[src/rtl/eth_pkg.sv]
// Shared types and constants for the MII Ethernet/IPv4/UDP receive path.
// Holds the CRC step that is shared with the transmit side.
package eth_pkg;

  typedef enum logic [3:0] {
    S_IDLE,
    S_PRE,
    S_MAC_DST,
    S_MAC_SRC,
    S_MAC_TYPE,
    S_IP_HDR,
    S_UDP_HDR,
    S_PAYLOAD,
    S_TAIL,
    S_DROP
  } state_t;

  localparam logic [15:0] ETHTYPE_IPV4 = 16'h0800;
  localparam logic [7:0]  IP_VIHL      = 8'h45;
  localparam logic [7:0]  IP_PROTO_UDP = 8'h11;
  localparam logic [31:0] CRC_POLY     = 32'hEDB88320;
  localparam logic [31:0] CRC_RESIDUE  = 32'hDEBB20E3;

  localparam logic [15:0] MAC_DST_LEN  = 16'd6;
  localparam logic [15:0] MAC_SRC_LEN  = 16'd6;
  localparam logic [15:0] MAC_TYPE_LEN = 16'd2;
  localparam logic [15:0] IP_HDR_LEN   = 16'd20;
  localparam logic [15:0] UDP_HDR_LEN  = 16'd8;

  function automatic logic [31:0] crc32_byte(
    input logic [31:0] c,
    input logic [7:0]  d
  );
    logic [31:0] r;
    r = c ^ {24'h0, d};
    for (int i = 0; i < 8; i++)
      r = r[0] ? ((r >> 1) ^ CRC_POLY) : (r >> 1);
    return r;
  endfunction

  function automatic logic [7:0] mac_byte(
    input logic [47:0] mac,
    input logic [2:0]  idx
  );
    logic [7:0] b;
    case (idx)
      3'd0:    b = mac[47:40];
      3'd1:    b = mac[39:32];
      3'd2:    b = mac[31:24];
      3'd3:    b = mac[23:16];
      3'd4:    b = mac[15:8];
      default: b = mac[7:0];
    endcase
    return b;
  endfunction

  function automatic logic [7:0] ip_byte(
    input logic [31:0] ip,
    input logic [1:0]  idx
  );
    logic [7:0] b;
    case (idx)
      2'd0:    b = ip[31:24];
      2'd1:    b = ip[23:16];
      2'd2:    b = ip[15:8];
      default: b = ip[7:0];
    endcase
    return b;
  endfunction

endpackage

[src/rtl/eth_crc32_chk.sv]
// Byte-wide reflected CRC-32 accumulator; the register is exposed so
// the caller can compare it with the FCS residue.
module eth_crc32_chk
  import eth_pkg::*;
(
  input  logic        clk,
  input  logic        rst_n,
  input  logic        init,
  input  logic        d_valid,
  input  logic [7:0]  d,
  output logic [31:0] crc
);

  always_ff @(posedge clk or negedge rst_n) begin
    if (!rst_n)
      crc <= '1;
    else if (init)
      crc <= '1;
    else if (d_valid)
      crc <= crc32_byte(crc, d);
  end

endmodule

[src/rtl/eth_udprx.sv]
// MII receive: preamble sync, Ethernet/IPv4/UDP header filter,
// payload streaming and FCS verdict per accepted frame.
module eth_udprx
  import eth_pkg::*;
#(
  parameter bit MAC_FILTER = 1'b1
) (
  input  logic        eth_rx_clk,
  input  logic        reset_n,
  input  logic [3:0]  eth_rx_data,
  input  logic        eth_rx_dv,
  input  logic        eth_rx_er,
  input  logic [47:0] usr_ethaddr_i,
  input  logic [31:0] usr_ipaddr_i,
  input  logic [15:0] usr_udpport_i,
  output logic [7:0]  usr_data_o,
  output logic        usr_dvalid_o,
  output logic        usr_sof_o,
  output logic        usr_eof_o,
  output logic [15:0] usr_len_o,
  output logic [31:0] usr_ipsrc_o,
  output logic        usr_good_o,
  output logic        usr_bad_o
);

  state_t      state;
  logic        phase;
  logic [3:0]  lo_nib;
  logic [15:0] cnt;
  logic [7:0]  hi;
  logic [15:0] udp_len;
  logic [31:0] ip_cap;
  logic        uc_ok;
  logic        bc_ok;
  logic        err;

  logic        accepted;
  logic        in_hdr;
  logic        in_frame;
  logic        byte_stb;
  logic        crc_init;
  logic [7:0]  rx_byte;
  logic        uc_nx;
  logic        bc_nx;
  logic        ip_bad;
  logic [15:0] hw;
  logic [31:0] crc;

  assign rx_byte  = {eth_rx_data, lo_nib};
  assign hw       = {hi, rx_byte};
  assign accepted = (state == S_PAYLOAD) || (state == S_TAIL);
  assign in_hdr   = state inside {S_MAC_DST, S_MAC_SRC, S_MAC_TYPE,
                                  S_IP_HDR, S_UDP_HDR};
  assign in_frame = in_hdr || accepted;
  assign byte_stb = in_frame && eth_rx_dv && phase;
  assign crc_init = (state == S_PRE) && eth_rx_dv && !eth_rx_er
                    && (eth_rx_data == 4'hD);

  assign uc_nx = uc_ok && (rx_byte == mac_byte(usr_ethaddr_i, cnt[2:0]));
  assign bc_nx = bc_ok && (rx_byte == 8'hFF);

  assign ip_bad =
    ((cnt == 16'd0) && (rx_byte != IP_VIHL)) ||
    ((cnt == 16'd9) && (rx_byte != IP_PROTO_UDP)) ||
    ((cnt >= 16'd16) &&
     (rx_byte != ip_byte(usr_ipaddr_i, cnt[1:0])));

  eth_crc32_chk u_crc (
    .clk     (eth_rx_clk),
    .rst_n   (reset_n),
    .init    (crc_init),
    .d_valid (byte_stb),
    .d       (rx_byte),
    .crc     (crc)
  );

  always_ff @(posedge eth_rx_clk or negedge reset_n) begin
    if (!reset_n) begin
      state        <= S_IDLE;
      phase        <= 1'b0;
      lo_nib       <= '0;
      cnt          <= '0;
      hi           <= '0;
      udp_len      <= '0;
      ip_cap       <= '0;
      uc_ok        <= 1'b0;
      bc_ok        <= 1'b0;
      err          <= 1'b0;
      usr_data_o   <= '0;
      usr_dvalid_o <= 1'b0;
      usr_sof_o    <= 1'b0;
      usr_eof_o    <= 1'b0;
      usr_len_o    <= '0;
      usr_ipsrc_o  <= '0;
      usr_good_o   <= 1'b0;
      usr_bad_o    <= 1'b0;
    end else begin
      usr_dvalid_o <= 1'b0;
      usr_sof_o    <= 1'b0;
      usr_eof_o    <= 1'b0;
      usr_good_o   <= 1'b0;
      usr_bad_o    <= 1'b0;
      if (in_frame && eth_rx_dv) begin
        phase <= ~phase;
        if (!phase)
          lo_nib <= eth_rx_data;
      end
      if (byte_stb)
        cnt <= cnt + 16'd1;
      // dv falling: only an accepted frame earns a verdict
      if (in_frame && !eth_rx_dv) begin
        if (accepted) begin
          if (state == S_TAIL && crc == CRC_RESIDUE && !err)
            usr_good_o <= 1'b1;
          else
            usr_bad_o <= 1'b1;
        end
        state <= S_IDLE;
      end else if (in_hdr && eth_rx_er) begin
        state <= S_DROP;
      end else begin
        if (accepted && eth_rx_er)
          err <= 1'b1;
        unique case (state)
          S_IDLE: begin
            err   <= 1'b0;
            phase <= 1'b0;
            if (eth_rx_dv)
              state <= S_PRE;
          end
          S_PRE: begin
            if (!eth_rx_dv)
              state <= S_IDLE;
            else if (eth_rx_er)
              state <= S_DROP;
            else if (eth_rx_data == 4'hD) begin
              state <= S_MAC_DST;
              phase <= 1'b0;
              cnt   <= '0;
              uc_ok <= 1'b1;
              bc_ok <= 1'b1;
            end else if (eth_rx_data != 4'h5)
              state <= S_DROP;
          end
          S_MAC_DST: if (byte_stb) begin
            uc_ok <= uc_nx;
            bc_ok <= bc_nx;
            if (cnt == MAC_DST_LEN - 16'd1) begin
              cnt   <= '0;
              state <= (!MAC_FILTER || uc_nx || bc_nx)
                       ? S_MAC_SRC : S_DROP;
            end
          end
          S_MAC_SRC: if (byte_stb) begin
            if (cnt == MAC_SRC_LEN - 16'd1) begin
              cnt   <= '0;
              state <= S_MAC_TYPE;
            end
          end
          S_MAC_TYPE: if (byte_stb) begin
            hi <= rx_byte;
            if (cnt == MAC_TYPE_LEN - 16'd1) begin
              cnt   <= '0;
              state <= (hw == ETHTYPE_IPV4) ? S_IP_HDR : S_DROP;
            end
          end
          S_IP_HDR: if (byte_stb) begin
            if (cnt >= 16'd12 && cnt <= 16'd15)
              ip_cap <= {ip_cap[23:0], rx_byte};
            if (ip_bad)
              state <= S_DROP;
            else if (cnt == IP_HDR_LEN - 16'd1) begin
              cnt   <= '0;
              state <= S_UDP_HDR;
            end
          end
          S_UDP_HDR: if (byte_stb) begin
            hi <= rx_byte;
            if (cnt == 16'd3 && hw != usr_udpport_i)
              state <= S_DROP;
            if (cnt == 16'd5) begin
              udp_len <= hw;
              if (hw < 16'd9)
                state <= S_DROP;
            end
            if (cnt == UDP_HDR_LEN - 16'd1) begin
              cnt         <= '0;
              usr_len_o   <= udp_len - 16'd8;
              usr_ipsrc_o <= ip_cap;
              state       <= S_PAYLOAD;
            end
          end
          S_PAYLOAD: if (byte_stb) begin
            usr_dvalid_o <= 1'b1;
            usr_data_o   <= rx_byte;
            usr_sof_o    <= (cnt == 16'd0);
            usr_eof_o    <= (cnt == usr_len_o - 16'd1);
            if (cnt == usr_len_o - 16'd1) begin
              cnt   <= '0;
              state <= S_TAIL;
            end
          end
          S_TAIL: begin
          end
          S_DROP: begin
            if (!eth_rx_dv)
              state <= S_IDLE;
          end
          default: state <= S_IDLE;
        endcase
      end
    end
  end

endmodule
[config.mk]
export PLATFORM = sky130hd
export DESIGN_NAME = eth_udprx
export DESIGN_NICKNAME = d
export VERILOG_FILES = /design/src/rtl/eth_pkg.sv /design/src/rtl/eth_crc32_chk.sv /design/src/rtl/eth_udprx.sv
export SDC_FILE = /design/constraint.sdc
export NUM_CORES = 1
export LEC_CHECK = 0
export ABC_AREA = 1
export BUFFER_PORTS_ARGS = -buffer_cell sky130_fd_sc_hd__buf_2
export CORE_MARGIN = 5
export CORE_UTILIZATION = 58
export CTS_CLUSTER_SIZE = 30
export DETAILED_ROUTE_END_ITERATION = 10
export PLACE_DENSITY = 0.81
export REMOVE_ABC_BUFFERS = 1
export SLEW_MARGIN = 0
export SYNTH_ARGS = -nofsm -noshare
export SYNTH_HDL_FRONTEND = slang
export SYNTH_SLANG_ARGS = --single-unit
[constraint.sdc]
create_clock -name eth_rx_clk -period 3.9 [get_ports eth_rx_clk]
set_input_delay 0.39 -clock eth_rx_clk [delete_from_list [all_inputs] [get_ports eth_rx_clk]]
set_output_delay 0.39 -clock eth_rx_clk [all_outputs]
set_load 0.01 [all_outputs]
Word-level counts from Yosys, hierarchy flattened
Index checks and enable logic that the tools add are counted.
{"block": "word_totals", "regBits": 177, "input_bits": 104, "output_inout_bits": 61, "wordCells": 224}
{"block": "classes", "addsub": 3, "magnitude_cmp": 4, "eq_ne": 51, "n_mux": 91, "bitwise_logic": 12, "n_reduce_logical": 44}
{"cell": "$mux 32", "n": 10}
{"cell": "$mux 16", "n": 17}
{"cell": "$not 13->14", "n": 8}
{"cell": "$mux 4", "n": 26}
{"cell": "$pmux 16 s6", "n": 1}
{"cell": "$pmux 4 s10", "n": 1}
{"cell": "$pmux 8 s5", "n": 1}
{"cell": "$eq 16x3->1 const B", "n": 2}
{"cell": "$eq 32x32->1 const B", "n": 1}
{"cell": "$xor 32x8->32", "n": 1}
{"cell": "$mux 1", "n": 31}
{"cell": "$ne 4x2->1 const B", "n": 6}
{"cell": "$pmux 8 s3", "n": 1}
{"cell": "$logic_and 1x1->1", "n": 17}
{"cell": "$add 16x1->16 const B", "n": 1}
{"cell": "$eq 16x1->1 const B", "n": 1}
{"cell": "$eq 16x12->1 const B", "n": 1}
{"cell": "$eq 16x16->1", "n": 1}
{"cell": "$eq 16x2->1 const B", "n": 1}
{"cell": "$eq 16x4->1 const B", "n": 1}
{"cell": "$eq 16x5->1 const B", "n": 1}
{"cell": "$eq 4x3->1 const B", "n": 4}
{"cell": "$ge 16x4->1 const B", "n": 1}
{"cell": "$ge 16x5->1 const B", "n": 1}
{"cell": "other kinds (43)", "n": 69}

Logic depth before layout (Yosys ltp)
{"block": "depth", "depth_word": 19, "depth_mapped": 20, "ltp_nobuf": 19}

Cells and area by module
A second synthesis with hierarchy kept.
{"block": "hier_totals", "cells_unflattened": 1534, "area_unflattened_um2": 11019.3}
{"module": "eth_udprx", "instances": 1, "cells_per_inst": 1186, "area_each_um2": 8534.4, "seq_area_each_um2": 3628.5}
{"module": "eth_crc32_chk", "instances": 1, "cells_per_inst": 348, "area_each_um2": 2484.9, "seq_area_each_um2": 840.8}

Worst setup path before layout
OpenSTA, ideal clock, no wires.
{"block": "synth_timing", "kind": "register -> register", "from": "register state[1]", "to": "register cnt[14]", "setup_ns": 0.077, "arrival_ns": 2.631, "required_ns": 3.823, "slack_ns": 1.191, "path_stages_with_launch": 19, "n_path_buf": 0, "period_less_slack_ns": 2.709, "cell_sequence": "dfrtp_1 -> inv_2 -> nand2_1 -> nor2_1 -> nand2_2 -> nand2_2 -> nor2_2 -> nor2_1 -> ha_1 -> inv_2 -> nor3_1 -> nand2_1 -> nor3_2 -> nand2_1 -> nor2_1 -> nand3_1 -> nand3b_1 -> xor2_1 -> a21oi_1"}
{"block": "synth_via", "elab_chain_len": 12, "word_cells_on_any_way": 34, "classes_between": "eq/ne: 8; mux: 18; reduce/logical: 8"}
{"element": "start: declaration", "line": "eth_udprx.sv:26", "text": "state_t state;"}
{"element": "start signal: assignment", "line": "eth_udprx.sv:150", "text": "state <= (!MAC_FILTER || uc_nx || bc_nx)"}
{"element": "start signal: assignment", "line": "eth_udprx.sv:164", "text": "state <= (hw == ETHTYPE_IPV4) ? S_IP_HDR : S_DROP;"}
{"element": "$eq 4x2->1, or another cell as far along", "line": "eth_udprx.sv:52, eth_udprx.sv:124"}
{"element": "$reduce_bool 5->1 / $logic_or 1x1->1 (equally long branches)", "line": "eth_udprx.sv:52, eth_udprx.sv:51"}
{"element": "$logic_or 1x1->1", "line": "eth_udprx.sv:54", "text": "assign in_frame = in_hdr || accepted;"}
{"element": "$logic_and 1x1->1 (2 in a row)", "line": "eth_udprx.sv:55", "text": "assign byte_stb = in_frame && eth_rx_dv && phase;"}
{"element": "$mux 16", "line": "eth_udprx.sv:108", "text": "if (byte_stb)"}
{"element": "$mux 16 (on tied branches)", "line": "eth_udprx.sv:172, eth_udprx.sv:136"}
{"element": "$mux 16 (on tied branches)", "line": "eth_udprx.sv:170, eth_udprx.sv:134"}
{"element": "$mux 16 (on tied branches)", "line": "eth_udprx.sv:167, eth_udprx.sv:132"}
{"element": "$pmux 16 s6", "line": "eth_udprx.sv:124", "text": "unique case (state)"}
{"element": "$mux 16", "line": "eth_udprx.sv:119", "text": "end else if (in_hdr && eth_rx_er) begin"}
{"element": "$mux 16 *", "line": "eth_udprx.sv:111", "text": "if (in_frame && !eth_rx_dv) begin"}
{"element": "end signal: assignment", "line": "eth_udprx.sv:109", "text": "cnt <= cnt + 16'd1;"}
{"element": "end: declaration", "line": "eth_udprx.sv:29", "text": "logic [15:0] cnt;"}
Mark *: on every way between the ends. The rest lies on a longest branch, timed or not.
A chain may end at the register's enable or synchronous reset.

Final worst setup path
{"block": "layout_timing", "from": "register state[1]", "to": "register cnt[15]"}
Same word-level chain as after synthesis.

==> impl_metrics.py <==
metrics = {
    "cells_and_area": {
        "drive_above_1_share": 0.1794,
        "area_growth_pct": 15.60,
        "nets": 1695,
        "stdcell_area_mm2": 0.01221,
        "layout_common_cells": "nand2_1 (445), buf_2 (163), inv_1 (148)",
        "final_common_cell": "nand2_1",
    },
    "drt": {
        "drc": 0,
        "ant_nets": 0,
        "drt_wl_total_mm": 31.71,
        "num_vias": 10360,
        "firstDrtPassIters": 6,
        "wl_per_cell_um": 17.39,
        "wl_met2_mm": 15.12,
        "wl_met3_mm": 2.661,
        "top_layer": "met5",
        "drtIter0Drc": 1015,
        "vias_per_cell": 5.678,
        "met1_length_mm": 12.80,
    },
    "worst_setup_path": {
        "cp-end-kind": "flop",
        "arrival_ns": 3.68,
        "critPathLaunchType": "flop",
        "critical_path_required_ns": 4.26,
        "ff2ff_setup_slack_ns": 0.58,
        "crit_type": "flop to flop",
        "crit_fanout": 6,
    },
    "sta": {
        "tightest_slew_ns": 0.9230,
        "setup_slack_ns": 0.5786,
        "max_freq_mhz": 301.1,
        "finalClockSkew_ns": 0.01586,
        "hold_viol_final": 0,
        "fin_crit_sh": 0.8516,
        "rsz0062_at_grt": "no",
        "min_period_ns": 3.321,
        "setup_violations": 0,
        "finalSetupTns_ns": 0,
        "maxSlewViolCount": 0,
        "maxSlewHeadroom": 0.3847,
    },
    "grt": {
        "grt_max_degree": 98,
        "track_usage": 0.2972,
        "gr-total-overflow": 0,
        "grt_pass1_wl_mm": 51.16,
        "grt_pass1_vias": 10030,
        "antenna_found_initial": 2,
    },
    "synth": {
        "ys_seq_area_frac": 0.4230,
        "netlist_area_mm2": 0.01057,
        "synthArstFlopShare": 1.000,
        "synthDistinctLibCells": 46,
        "yosysWarnings": 0,
        "synth_seq_cells": 177,
        "netlist_instances": 1428,
        "synthFlopType": "dfrtp_1",
        "avgSynthCellArea_um2": 7.399,
        "synth_edf_count": 0,
    },
    "cts": {
        "cts_made_buffers": 17,
        "clkTransAtPathRegs_ns": 0.08,
        "ctsResizeCount": 0,
        "htree_levels": 4,
        "cts-root-buf": "clkbuf_16",
        "cts_hold_buf": 0,
        "cts_tree": "done",
        "cts_buffer_depth": 2,
        "clock_latency_ns": 0.45,
        "cts.sinks": 177,
        "post_cts_buffers": 0,
    },
    "power_and_ir_drop": {
        "cellLeakagePower_nw": 6.425,
        "peakVddDrop_mv": 0.6587,
        "power-per-cell-area_mw_per_mm2": 580.4,
    },
    "die": {
        "core_mm2": 0.01796,
        "start_util": 0.5881,
        "placementRows": 49,
        "die_x_um": 145.0,
        "top_level_ports": 165,
        "fp.dieH_um": 145.0,
        "fp.dieArea_mm2": 0.02101,
    },
    "placement": {
        "gp_congestion": 0.9782,
        "port_buffers": 164,
        "post-place-ws_ns": 0.7298,
        "postPlaceCellArea_mm2": 0.01158,
        "dpl.hpwl_mm": 23.06,
    },
    "run_status": {
        "status": "finished clean",
    },
    "worst_hold_path": {
        "hold_class": "primary input to async pin",
    },
    "job": {
        "max_cap_violations": 0,
    },
}
## kinds of logic after synthesis
family                   Yosys count  synth area share
AND/OR/NAND/NOR                  720            0.2854
buffers and inverters            211           0.08006
AO/OA/AOI/OAI                    207            0.1062
flip-flops                       177            0.4230
XOR/XNOR                         103           0.09344
adder cells (fa/ha/maj)           10           0.01184
## flip-flops by register name, indices dropped and copies added, names as in the netlist
| signal | cells |
|---|---|
| err | 1 |
| hi | 8 |
| cnt | 16 |
| usr_sof_o | 1 |
| usr_len_o | 16 |
| ip_cap | 32 |
| lo_nib | 4 |
| usr_good_o | 1 |
| bc_ok | 1 |
| state | 4 |
| uc_ok | 1 |
| phase | 1 |
| usr_eof_o | 1 |
| usr_dvalid_o | 1 |
| u_crc.crc | 32 |
| usr_ipsrc_o | 32 |
| usr_bad_o | 1 |
| usr_data_o | 8 |
| udp_len | 16 |
## worst paths after layout
path	startpoint	endpoint	cells after the start
setup / recovery	state[1]	cnt[15]	17
hold / removal	reset_n	usr_ipsrc_o[31]	1
setup reg to reg	state[1]	cnt[15]	17
hold reg to reg	usr_ipsrc_o[24]	usr_ipsrc_o[24]	2
max in group asynchronous	reset_n	cnt[1]	2
min in group eth_rx_clk	eth_rx_er	err	3
## power by group
group / switching [mW] / total [mW] / internal (mW) / leakage, nW
registers: 0.259 / 2.39 / 2.13 / 2.28
clock network: 0.897 / 1.78 / 0.883 / 0.299
logic: 1.83 / 2.92 / 1.09 / 3.84
total: 2.98 / 7.09 / 4.11 / 6.43
## layer usage
metal | vias to the layer above | track usage
met2 | 528 | 0.4866
li1 | 4868 | -
met3 | 100 | 0.06268
met5 | - | 0
met1 | 4859 | 0.3910
met4 | 2 | 0.1097
## critical path, stage by stage, from the launching register on
cell and delay (ns):
dfrtp_1 0.46, inv_2 0.13, nand2_1 0.11, nor2_1 0.24, nand2_2 0.11, nand2_2 0.10, nor2_2 0.04, nor2_1 0.15
ha_1 0.30, nand2_1 0.10, nor3_1 0.26, nand3_1 0.17, nor3_1 0.28, nand3_1 0.19, nor2_1 0.20, nand3_1 0.11
xor2_1 0.15, a21oi_1 0.12
## through the flow
stage                     power, mW  std cells  hold WS (ns)    util
after global placement        5.178       1791        0.4519  0.6445
after global routing          7.472       1824       0.06427  0.6799
after detailed placement      5.243       1791        0.4575  0.6445
final                         7.089       1824      0.008295  0.6799
after CTS                     7.030       1823       0.05003  0.6797
after floorplan               4.485       1384       0.09441       -
## cells in the mapped netlist (all sizes together), types with 9 or more instances
library cell / count / area [um2]
o21ai: 129 / 645.6
nand3: 79 / 395.4
buf: 25 / 147.6
dfstp: 32 / 840.8
ha: 10 / 125.1
nand2: 453 / 1725
nor4: 9 / 56.30
xnor2: 31 / 327.8
a21oi: 45 / 225.2
dfrtp: 145 / 3628
nor2: 115 / 439.2
nand4: 28 / 181.4
clkbuf: 19 / 71.32
inv: 163 / 611.8
nor3: 23 / 131.4
xor2: 71 / 636.9
## cell type report
cell class | instances | area, um2
fillers | 1516 | 5751
multi-input cells | 1040 | 5250
flip-flops and latches | 177 | 4469
repair buffers | 178 | 944.7
inverters | 167 | 626.9
clock buffers | 17 | 425.4
well taps | 229 | 286.5
clock inverters | 15 | 207.7
diodes | 1 | 2.502
Power figures use the tool's default switching activity.
